==> config.mk <==
export PLATFORM = sky130hd
export DESIGN_NAME = gf_pow_seq
export DESIGN_NICKNAME = d
export VERILOG_FILES = /design/src/rtl/gf_pkg.sv /design/src/rtl/gf_mul.sv /design/src/rtl/gf_pow_seq.sv
export SDC_FILE = /design/constraint.sdc
export NUM_CORES = 1
export LEC_CHECK = 0
export ABC_AREA = 1
export CORE_ASPECT_RATIO = 1.5
export CORE_MARGIN = 2
export CORE_UTILIZATION = 35
export CTS_CLUSTER_DIAMETER = 80
export DETAILED_ROUTE_END_ITERATION = 10
export GPL_TIMING_DRIVEN = 0
export PLACE_DENSITY_LB_ADDON = 0.08
export SYNTH_ARGS = -nofsm -noshare
export SYNTH_HDL_FRONTEND = slang
export SYNTH_HIERARCHICAL = 1
export SYNTH_SLANG_ARGS = --single-unit
==> constraint.sdc <==
create_clock -name clk -period 3.4 [get_ports clk]
set_clock_uncertainty 0.1 [all_clocks]
set_input_delay 0.34 -clock clk [delete_from_list [all_inputs] [get_ports clk]]
set_output_delay 0.34 -clock clk [all_outputs]
set_load 0.01 [all_outputs]
==> src/rtl/gf_pkg.sv <==
// Shared definitions for the GF(2^M) power unit.
//   gf_state_t      : sequencer states (IDLE/RUN/DONE)
//   GF_POLY_DEFAULT : default reduction polynomial x^8+x^4+x^3+x^2+1
//   GF_ALPHA        : field generator value (the polynomial x)
package gf_pkg;

  typedef enum logic [1:0] {
    IDLE = 2'd0,
    RUN  = 2'd1,
    DONE = 2'd2
  } gf_state_t;

  localparam logic [8:0]  GF_POLY_DEFAULT = 9'h11D;
  localparam int unsigned GF_ALPHA        = 2;

endpackage

==> src/rtl/gf_mul.sv <==
// Combinational GF(2^M) multiplier: p = a * b mod POLY.
//   a, b : M-bit field elements
//   p    : M-bit product
// Shift-and-add: a is multiplied by x once per bit of b, reducing by
// POLY whenever the top bit would overflow.
module gf_mul #(
  parameter int         M    = 8,
  parameter logic [M:0] POLY = 9'h11D
) (
  input  logic [M-1:0] a,
  input  logic [M-1:0] b,
  output logic [M-1:0] p
);

  localparam logic [M-1:0] RED = POLY[M-1:0];

  logic [M-1:0] a_sh;

  always_comb begin
    p    = '0;
    a_sh = a;
    for (int unsigned i = 0; i < M; i++) begin
      if (b[i]) p = p ^ a_sh;
      a_sh = {a_sh[M-2:0], 1'b0} ^ (a_sh[M-1] ? RED : '0);
    end
  end

endmodule

==> src/rtl/gf_pow_seq.sv <==
// Sequential GF(2^M) exponentiation: out_data = base^exp (or alpha^exp),
// MSB-first square-and-multiply, one exponent bit per clock.
//   clk, rst             : clock, synchronous active-high reset
//   in_valid/in_ready    : request handshake (in_ready = state is IDLE)
//   in_base, in_exp      : operands; in_base ignored when in_alpha=1
//   in_alpha             : use generator (2) as base
//   out_valid/out_ready  : result handshake, out_data held while stalled
//   out_data             : result
//   busy                 : high in RUN or DONE
// Optional build macro GF_POW_ZERO_SKIP_EN: skip leading zero exponent
// bits on accept, making latency equal to the exponent bit length (min 1).
module gf_pow_seq
  import gf_pkg::*;
#(
  parameter int         M    = 8,
  parameter logic [M:0] POLY = GF_POLY_DEFAULT,
  parameter int         EW   = 8
) (
  input  logic          clk,
  input  logic          rst,
  input  logic          in_valid,
  output logic          in_ready,
  input  logic [M-1:0]  in_base,
  input  logic [EW-1:0] in_exp,
  input  logic          in_alpha,
  output logic          out_valid,
  input  logic          out_ready,
  output logic [M-1:0]  out_data,
  output logic          busy
);

  localparam int CW = $clog2(EW + 1);

  gf_state_t      state;
  logic [M-1:0]   b;
  logic [M-1:0]   acc;
  logic [EW-1:0]  e;
  logic [CW-1:0]  cnt;

  logic [M-1:0]   acc_sq;
  logic [M-1:0]   acc_mul;
  logic [M-1:0]   acc_next;

  gf_mul #(.M(M), .POLY(POLY)) u_sq (
    .a (acc),
    .b (acc),
    .p (acc_sq)
  );

  gf_mul #(.M(M), .POLY(POLY)) u_mul (
    .a (acc_sq),
    .b (b),
    .p (acc_mul)
  );

  assign acc_next = e[EW-1] ? acc_mul : acc_sq;
  assign in_ready = (state == IDLE);

  logic [EW-1:0] start_e;
  logic [CW-1:0] start_cnt;

`ifdef GF_POW_ZERO_SKIP_EN
  logic [CW-1:0] lz;
  logic          found;

  always_comb begin
    lz    = '0;
    found = 1'b0;
    for (int unsigned i = 0; i < EW; i++) begin
      if (!found) begin
        if (in_exp[EW-1-i]) found = 1'b1;
        else                lz    = lz + 1'b1;
      end
    end
  end

  // exp=0 still runs one squaring of 1, so it takes a single edge
  // and flows through the normal RUN->DONE path.
  assign start_e   = in_exp << lz;
  assign start_cnt = (in_exp == '0) ? CW'(1) : CW'(EW) - lz;
`else
  assign start_e   = in_exp;
  assign start_cnt = CW'(EW);
`endif

  always_ff @(posedge clk) begin
    if (rst) begin
      state     <= IDLE;
      b         <= '0;
      acc       <= '0;
      e         <= '0;
      cnt       <= '0;
      out_valid <= 1'b0;
      out_data  <= '0;
      busy      <= 1'b0;
    end else begin
      case (state)
        IDLE: begin
          if (in_valid) begin
            b     <= in_alpha ? M'(GF_ALPHA) : in_base;
            e     <= start_e;
            cnt   <= start_cnt;
            acc   <= M'(1);
            busy  <= 1'b1;
            state <= RUN;
          end
        end
        RUN: begin
          acc <= acc_next;
          e   <= e << 1;
          cnt <= cnt - 1'b1;
          if (cnt == CW'(1)) begin
            out_data  <= acc_next;
            out_valid <= 1'b1;
            state     <= DONE;
          end
        end
        DONE: begin
          if (out_ready) begin
            out_valid <= 1'b0;
            busy      <= 1'b0;
            state     <= IDLE;
          end
        end
        default: begin
          state     <= IDLE;
          out_valid <= 1'b0;
          busy      <= 1'b0;
        end
      endcase
    end
  end

endmodule

* Yosys cells after proc, flatten, opt, wreduce, memory -nomap -nowiden
Index checks and enable logic that the tools add are counted.
Cells by class: reductions and logical operators 8, multiplexer cells 47, add/subtract/negate cells 1, bitwise gates (word level) 30, equality and inequality tests 6
Operator list (count):
- 8-bit bitwise XOR | 28
- 8-bit 2-to-1 mux | 20
- 5-bit 2-to-1 mux | 14
- 8-bit one-hot mux with 2 select lines | 2
- 3-bit AND reduction | 3
- 4-bit one-hot mux with 2 select lines | 1
- 2-bit 2-to-1 mux | 3
- 2-bit inequality test, second input constant | 3
- 1-bit one-hot mux with 3 select lines | 2
- 2-bit one-hot mux with 3 select lines | 1
- 2-bit AND reduction | 3
- 4-bit by 1-bit equality test with 1-bit output, second input constant | 1
- 4-bit 2-to-1 mux | 1
- 4-bit by 1-bit subtractor with 4-bit output, second input constant | 1
- 1-bit 2-to-1 mux | 3
- 2-bit by 1-bit equality test with 1-bit output, second input constant | 1
- 2-bit equality test, second input constant | 1
- 2-bit zero test | 1
- 1-bit NOT | 2
- 2-bit nonzero test | 1
Word-level totals: output and inout port bits 11, input bits 21, register bits after elaboration 40, logic and storage cells 100

* Depth between registers and ports, before layout
Gate-level depths: netlist (run 1).
word-level depth 34, depth in mapped cells 36, depth with buffers taken out 36

* Hierarchy
The synthesis (run 1) kept the hierarchy.
By module, submodules not included:
- gf_pow_seq | sequential area each 800.8 sq um, area an instance 1896.8 sq um, times used 1, cells each 271
- gf_mul (u_mul) | sequential area each 0.0 sq um, area an instance 1616.6 sq um, times used 1, cells each 335
- gf_mul (u_sq) | sequential area each 0.0 sq um, area an instance 1512.7 sq um, times used 1, cells each 326

* Worst setup path after synthesis (run 1)
OpenSTA, ideal clock, no wires.
path kind register to register, start point reg acc[7], end point reg out_data[4], stages on the path, launching flop included 29, clock period less this slack 3.045 ns, data required time 3.187 ns, setup time 0.113 ns, path slack 0.355 ns, path buffers 1, data arrival time 2.832 ns, path through dfxtp_1 buf_4 nand2_1 nand2_1 nand2_1 xor2_1 xnor2_1 xor2_1 inv_1 nand2_2 nand2_1 nand2_1 nand2_2 nand2_2 nand3_1 inv_1 nand2_1 nand2_1 nand2_1 nand2_1 inv_1 nand2_1 nand2_1 inv_1 nand2_1 nand2_1 nand2_1 nand2_1 nor2_1
On the way: elaborated cells on any way between the ends 56, those cells by class mux: 28; bitwise: 28
RTL lines:
- from (decl) | RTL line gf_pow_seq.sv:36 | logic [M-1:0] acc;
- from (signal assigned) | RTL line gf_pow_seq.sv:109 | acc <= acc_next;
- 5-bit 2-to-1 mux | RTL line gf_mul.sv:24 | a_sh = {a_sh[M-2:0], 1'b0} ^ (a_sh[M-1] ? RED : '0);
- 8-bit bitwise XOR (2 in a row) | RTL line gf_mul.sv:24
- 8-bit bitwise XOR | RTL line gf_mul.sv:23 | if (b[i]) p = p ^ a_sh;
- 8-bit 2-to-1 mux | RTL line gf_mul.sv:23
- 8-bit bitwise XOR | RTL line gf_mul.sv:23
- 8-bit 2-to-1 mux | RTL line gf_mul.sv:23
- 8-bit bitwise XOR | RTL line gf_mul.sv:23
- 8-bit 2-to-1 mux | RTL line gf_mul.sv:23
- (+6 left out)
- named net acc_sq[1] | RTL line gf_pow_seq.sv:40 | logic [M-1:0] acc_sq;
- (+7 left out)
- 8-bit bitwise XOR | RTL line gf_mul.sv:23
- 8-bit 2-to-1 mux | RTL line gf_mul.sv:23
- 8-bit bitwise XOR | RTL line gf_mul.sv:23
- 8-bit 2-to-1 mux | RTL line gf_mul.sv:23
- 8-bit bitwise XOR | RTL line gf_mul.sv:23
- 8-bit 2-to-1 mux * | RTL line gf_mul.sv:23
- named net acc_mul[4] | RTL line gf_pow_seq.sv:41 | logic [M-1:0] acc_mul;
- 8-bit 2-to-1 mux * | RTL line gf_pow_seq.sv:56 | assign acc_next = e[EW-1] ? acc_mul : acc_sq;
- to (signal assigned) | RTL line gf_pow_seq.sv:113 | out_data <= acc_next;
- to (decl) | RTL line gf_pow_seq.sv:28 | output logic [M-1:0] out_data,
The timed path passes the listed nets; every way through them passes the cells marked *. A chain may end at the register's enable or synchronous reset.

* Worst setup path in the final report (run 1)
start point reg acc[7], end point reg acc[5]
On the way: elaborated cells on any way between the ends 56, those cells by class mux: 28; bitwise: 28
RTL lines:
- 8-bit 2-to-1 mux | RTL line gf_mul.sv:23
- 8-bit bitwise XOR | RTL line gf_mul.sv:23
- 8-bit 2-to-1 mux | RTL line gf_mul.sv:23
- 8-bit bitwise XOR | RTL line gf_mul.sv:23
- 8-bit 2-to-1 mux | RTL line gf_mul.sv:23
- 8-bit bitwise XOR | RTL line gf_mul.sv:23
- 8-bit 2-to-1 mux | RTL line gf_mul.sv:23
- 8-bit bitwise XOR | RTL line gf_mul.sv:23
- (+7 left out)
- named net acc_sq[7] | RTL line gf_pow_seq.sv:40
- (+10 left out)
- 8-bit 2-to-1 mux | RTL line gf_mul.sv:23
- 8-bit bitwise XOR | RTL line gf_mul.sv:23
- 8-bit 2-to-1 mux | RTL line gf_mul.sv:23
- 8-bit bitwise XOR | RTL line gf_mul.sv:23
- 8-bit 2-to-1 mux * | RTL line gf_mul.sv:23
- named net acc_mul[5] | RTL line gf_pow_seq.sv:41
- 8-bit 2-to-1 mux * | RTL line gf_pow_seq.sv:56
- 8-bit one-hot mux with 2 select lines * | RTL line gf_pow_seq.sv:97 | case (state)
Marks and branches as above.

==> flow_metrics.py, run 1 <==
metrics = {
    "critical_path": {
        "slowest_delay_ps": 380,
        "critPathLaunchType": "flop",
        "reg2reg_depth": 28,
        "r2r_start": "acc[7]",
        "arrival_ps": 3440,
        "crit_family": "simple AND/OR/NAND/NOR gates",
        "path_max_fanout": 8,
        "crit_path_frequent_cell": "nand2_1",
        "worstPathBufferInverterCount": 6,
        "critPathSlowestCell": "dfxtp_4",
        "cp.required_ps": 3440,
        "crit_type": "flop to flop",
        "r2r_setup_slack_ps": 8,
        "rr_endpoint": "acc[5]",
        "end_kind": "flop",
    },
    "clocking": {
        "clk_pin_slew_ps": 60,
        "htreeDepth": 2,
        "ctsHoldBuffers": 0,
        "root_buffer": "clkbuf_16",
        "cts_tree": "done",
        "cts_made_buffers": 5,
        "ctsLongestPathBuffers": 2,
        "clock-sinks": 40,
        "clock_latency_ps": 280,
    },
    "layout": {
        "final_cell_area_sq_mm": 0.007431,
        "layout_commonest_cell": "nand2_1",
        "final_util_pct": 52.86,
        "drive_gt1_share_pct": 35.94,
        "layout_common_cells": "nand2_1 (292), nand2_2 (97), inv_1 (85)",
        "diodes": 0,
        "multi_input_area_sq_mm": 0.004669,
        "seqCellArea_sq_um": 830.8,
        "areaGrowthSynthToFinish_pct": 47.85,
        "fillers": 1468,
        "layout.cells.non_filler": 1216,
        "fin_nets": 1046,
    },
    "drt": {
        "drc": 0,
        "vias": 5819,
        "wl_per_cell_um": 13.70,
        "wirelength_um": 16670,
        "drt_pass1_iterations": 4,
        "vias_per_cell": 4.785,
        "first_iter_violations": 192,
        "ant_nets": 0,
    },
    "yosys": {
        "synth_cell_types": 34,
        "yosysSeqAreaShare_pct": 15.93,
        "synth_compound_area_share_pct": 4.630,
        "syn_inst": 932,
        "synth_simple_gate_area_share_pct": 54.87,
        "synth_mux_area_share_pct": 0,
        "yosys_warnings": 6,
        "synth_nets": 955,
        "synth_xor_area_share_pct": 11.65,
        "syn_avg_cell_area_sq_um": 5.393,
        "synthAdderAreaFrac_pct": 0.4979,
        "syn_area_sq_mm": 0.005026,
        "synth_top_family_by_area": "simple AND/OR/NAND/NOR gates",
        "ys_ff_latch": 40,
    },
    "place": {
        "portBuffers": 29,
        "dpl_cell_area_sq_mm": 0.005557,
        "place.gp.congestion": 0.8764,
        "dp_hpwl_um": 11790,
        "dp.cells": 1153,
    },
    "min_path": {
        "holdCritStartpoint": "rst",
        "hold_end": "e[0]",
        "hold_path_depth": 2,
        "min_path_type": "input port to flop",
    },
    "sta": {
        "final-hold-violation-count": 0,
        "relSlewSlack_pct": 57.23,
        "finalCriticalPeriod_ps": 3392,
        "worst_hold_slack_ps": 268.4,
        "worst_slew_pin_slew_ps": 641.5,
        "rsz0062_at_grt": "true",
        "post-route-period-util_pct": 99.77,
        "fmax_mhz": 294.8,
        "finalSetupViolCount": 0,
        "finalMaxSlewViolations": 0,
        "tns_ps": 0,
    },
    "grt": {
        "grt_use_total_pct": 20.44,
        "grt_antenna_before_repair": 0,
        "grt_pass1_wl_um": 25020,
        "grt_pass1_vias": 5298,
        "gr-total-overflow": 0,
        "grt_max_degree": 15,
    },
    "power_and_ir_drop": {
        "leakage_nw": 3.466,
        "power_density_mw_per_mm2": 243.9,
        "irDropWorstVdd_uv": 372.7,
    },
    "floorplan": {
        "die_y_um": 150.8,
        "io_pins": 32,
        "fp-row-count": 53,
        "start_util_pct": 35.75,
        "die_area_sq_mm": 0.01535,
        "fp.coreArea_sq_mm": 0.01406,
        "die_w_um": 101.8,
    },
    "job": {
        "drv_cap": 0,
    },
    "run_status": {
        "outcome": "finished clean",
    },
}
## per-layer routing
layer / vias up / global-route usage, % / wire, um
li1: 3027 / - / -
met1: 2678 / 22.65 / 6565
met2: 79 / 39.70 / 9226
met3: 35 / 1.764 / 272
met4: 0 / 6.933 / 601
met5: - / 0 / 0
## metrics by stage
step | total power, mW | worst slack [ps]
after floorplan | 0.9180 | 355.2
after global placement | 1.081 | -610.6
after detailed placement | 1.081 | -613.7
after CTS | 1.661 | -38.39
after global routing | 1.921 | -246.5
final | 1.812 | 7.779
## cell type report
type	count	share of cell area, %
multi-input combinational	752	62.84
sequential	40	11.18
timing repair buffer	84	10.74
inverter	113	6.095
buffer	27	3.603
tap	192	3.233
clock buffer	5	1.684
clock inverter	3	0.6230
## state kept, by name, indices dropped and copies added (netlist names)
register and count:
e 8, busy 1, out_valid 1, out_data 8
cnt 4, b 8, state 2, acc 8
## synth_stat cells
master      n  area, sq um
o21ai_1     6        30.03
xnor2_1    23        201.4
o211ai_1    1        7.510
inv_2      10        37.54
a21oi_1    18        90.09
o21ai_2     9        78.83
nand2_2    23        143.9
inv_1     102        382.9
or2_2       8        50.05
nand3_2     2        20.02
buf_6       6        67.56
nand2_4     4        45.04
nand2_1   413         1550
nor2_2      3        18.77
nor2_1     85        319.1
ha_1        2        25.02
clkbuf_8    1        13.76
dfxtp_1    40        800.8
or2_1       1        6.260
buf_2       9        45.04
nor3_1      1        5.000
o21ai_0     2        10.01
nand4_1     4        25.02
xnor2_2     8        130.1
xor2_1     29        254.0
buf_4       3        22.52
buf_12      1        20.02
nand3_1    99        495.5
inv_6       1        8.760
a21oi_2     1        8.760
clkbuf_1    7        26.28
nor2_4      3        33.78
nand3b_1    6        45.04
a22oi_1     1        7.510
## cells by family (layout without fill, tap and decap cells)
group / after synthesis / after routing
DFF: 40 / 40
buffers and inverters: 140 / 232
AOI/OAI and AO/OA: 38 / 38
adders and majority gates: 2 / 2
xor gates and xnor gates: 60 / 60
and+or+nand+nor: 652 / 652
## what timing repair did
item                                    CTS  global route
pin swaps                                 7           119
gates resized for setup                  58           270
cloned                                    0             4
setup buffers                             9            42
endpoints found under the setup margin   16            16
hold endpoints to repair                  0             0
## power breakdown
group	leakage (nW)	internal (mW)	total, mW	switching [mW]
clock network	0.0804	0.349	0.550	0.201
logic	3.05	0.283	0.731	0.448
registers	0.333	0.494	0.531	0.0366
## how the worst max path moves through the flow
stage | from | endpoint | slack (ps) | cells after the start
after CTS | acc[6] | out_data[4] | -40 | 33
after floorplan | acc[7] | out_data[4] | 360 | 28
after detailed placement | acc[7] | out_data[5] | -610 | 30
after global routing | acc[6] | out_data[5] | -250 | 32
after global placement | acc[7] | out_data[5] | -610 | 30
final | acc[7] | acc[5] | 8 | 28
(Power assumes the default switching activity.)
==> run 2: changes to the inputs <==
Settings changed: SLEW_MARGIN set to 10.
==> results of run 2 <==
Same layout as run 1: the final DEF is identical, and so are final timing and power.
==> run 3: changes to the inputs <==
Settings changed: CORE_ASPECT_RATIO 1.5 to 0.7.
==> flow_metrics.py, run 3 (same netlist as run 1, synthesis figures left out) <==
metrics = {
    "clocking": {
        "root_buffer": "clkbuf_16",
        "htreeDepth": 2,
        "ctsLongestPathBuffers": 2,
        "cts_made_buffers": 5,
        "clk_pin_slew_ps": 60,
        "clock_latency_ps": 280,
        "cts_tree": "done",
        "clock-sinks": 40,
        "ctsHoldBuffers": 0,
    },
    "layout": {
        "drive_gt1_share_pct": 28.18,
        "layout.cells.non_filler": 1205,
        "fillers": 1511,
        "fin_nets": 1037,
        "layout_common_cells": "nand2_1 (336), inv_1 (95), nor2_1 (79)",
        "diodes": 0,
        "layout_commonest_cell": "nand2_1",
        "final_util_pct": 49.37,
        "areaGrowthSynthToFinish_pct": 37.17,
    },
    "critical_path": {
        "r2r_setup_slack_ps": 7,
        "slowest_delay_ps": 380,
        "path_max_fanout": 6,
        "end_kind": "flop",
        "critPathSlowestCell": "dfxtp_4",
        "critPathLaunchType": "flop",
        "cp.required_ps": 3520,
        "crit_type": "flop to flop",
        "arrival_ps": 3510,
        "crit_path_frequent_cell": "nand2_1",
    },
    "drt": {
        "vias": 5768,
        "drc": 0,
        "vias_per_cell": 4.787,
        "ant_nets": 0,
        "first_iter_violations": 382,
        "wirelength_um": 16040,
        "wl_per_cell_um": 13.31,
        "drt_pass1_iterations": 5,
    },
    "place": {
        "place.gp.congestion": 0.8539,
        "dp.cells": 1151,
        "portBuffers": 29,
        "dp_hpwl_um": 11450,
    },
    "sta": {
        "tns_ps": 0,
        "finalMaxSlewViolations": 0,
        "finalCriticalPeriod_ps": 3393,
        "rsz0062_at_grt": "true",
        "post-route-period-util_pct": 99.80,
        "worst_hold_slack_ps": 268.2,
        "relSlewSlack_pct": 60.08,
        "finalSetupViolCount": 0,
        "fmax_mhz": 294.7,
        "worst_slew_pin_slew_ps": 598.8,
        "final-hold-violation-count": 0,
    },
    "power_and_ir_drop": {
        "power_mw": 1.762,
        "irDropWorstVdd_uv": 217.0,
        "leakage_nw": 3.300,
        "power_density_mw_per_mm2": 255.6,
    },
    "floorplan": {
        "die_area_sq_mm": 0.01535,
        "die_w_um": 147.2,
        "start_util_pct": 35.99,
        "io_pins": 32,
        "fp.coreArea_sq_mm": 0.01396,
        "fp-row-count": 36,
        "die_y_um": 104.3,
    },
    "grt": {
        "grt_antenna_before_repair": 0,
        "grt_use_total_pct": 19.49,
        "grt_pass1_vias": 5010,
        "gr-total-overflow": 0,
        "grt_max_degree": 14,
        "grt_pass1_wl_um": 24710,
    },
    "run_status": {
        "outcome": "finished clean",
    },
    "min_path": {
        "min_path_type": "input port to flop",
    },
    "job": {
        "drv_cap": 0,
    },
}
-- run 3: final timing paths --
| kind | cells after the start | from | to |
|---|---|---|---|
| setup / recovery | 30 | acc[7] | out_data[7] |
| hold / removal | 2 | rst | e[0] |
| setup reg to reg | 30 | acc[7] | out_data[7] |
| hold reg to reg | 2 | busy | busy |
-- run 3: timing repair --
action	CTS	global route
pin swaps	4	65
endpoints found under the setup margin	16	16
resized for setup	55	162
setup buffers	6	37
cloned	0	3
-- run 3: routing by layer --
layer,track usage [%],share of wire [%],up-vias
li1,-,-,3016
met1,30.47,51,2580
met2,29.21,43,162
met3,2.456,5.8,10
met4,1.923,0.56,0
met5,0,0,-
-- run 3: power breakdown --
| part | switching [mW] | leakage, nW | internal [mW] |
|---|---|---|---|
| Clock | 0.193 | 0.0871 | 0.368 |
| Sequential | 0.0369 | 0.333 | 0.495 |
| Combinational | 0.409 | 2.88 | 0.261 |
| Total | 0.638 | 3.30 | 1.12 |
-- run 3: per-stage QoR --
step | setup WS, ps | cell area [sq um]
floorplan | 355.2 | 5026
global route | -334.4 | 6894
CTS | -12.70 | 5933
global placement | -524.9 | 5554
detailed placement | -532.0 | 5554
finish | 6.783 | 6894
-- run 3: critical path: cells and delay by family (launching register included) --
family,cells,cell delay [ps]
xor gates and xnor gates,2,320
buffers and inverters,5,610
DFF,1,380
and+or+nand+nor,23,1900
-- run 3: cell type report --
cell class                      instances  area (sq um)  share of cell area, %
Sequential cell                        40         830.8                  12.05
Clock inverter                          2         38.79                 0.5626
Clock buffer                            6         138.9                  2.015
Timing Repair Buffer                   75         711.9                  10.33
Multi-Input combinational cell        752          4210                  61.07
Buffer                                 27         272.8                  3.956
Inverter                              113         452.9                  6.570
Tap cell                              190         237.7                  3.448
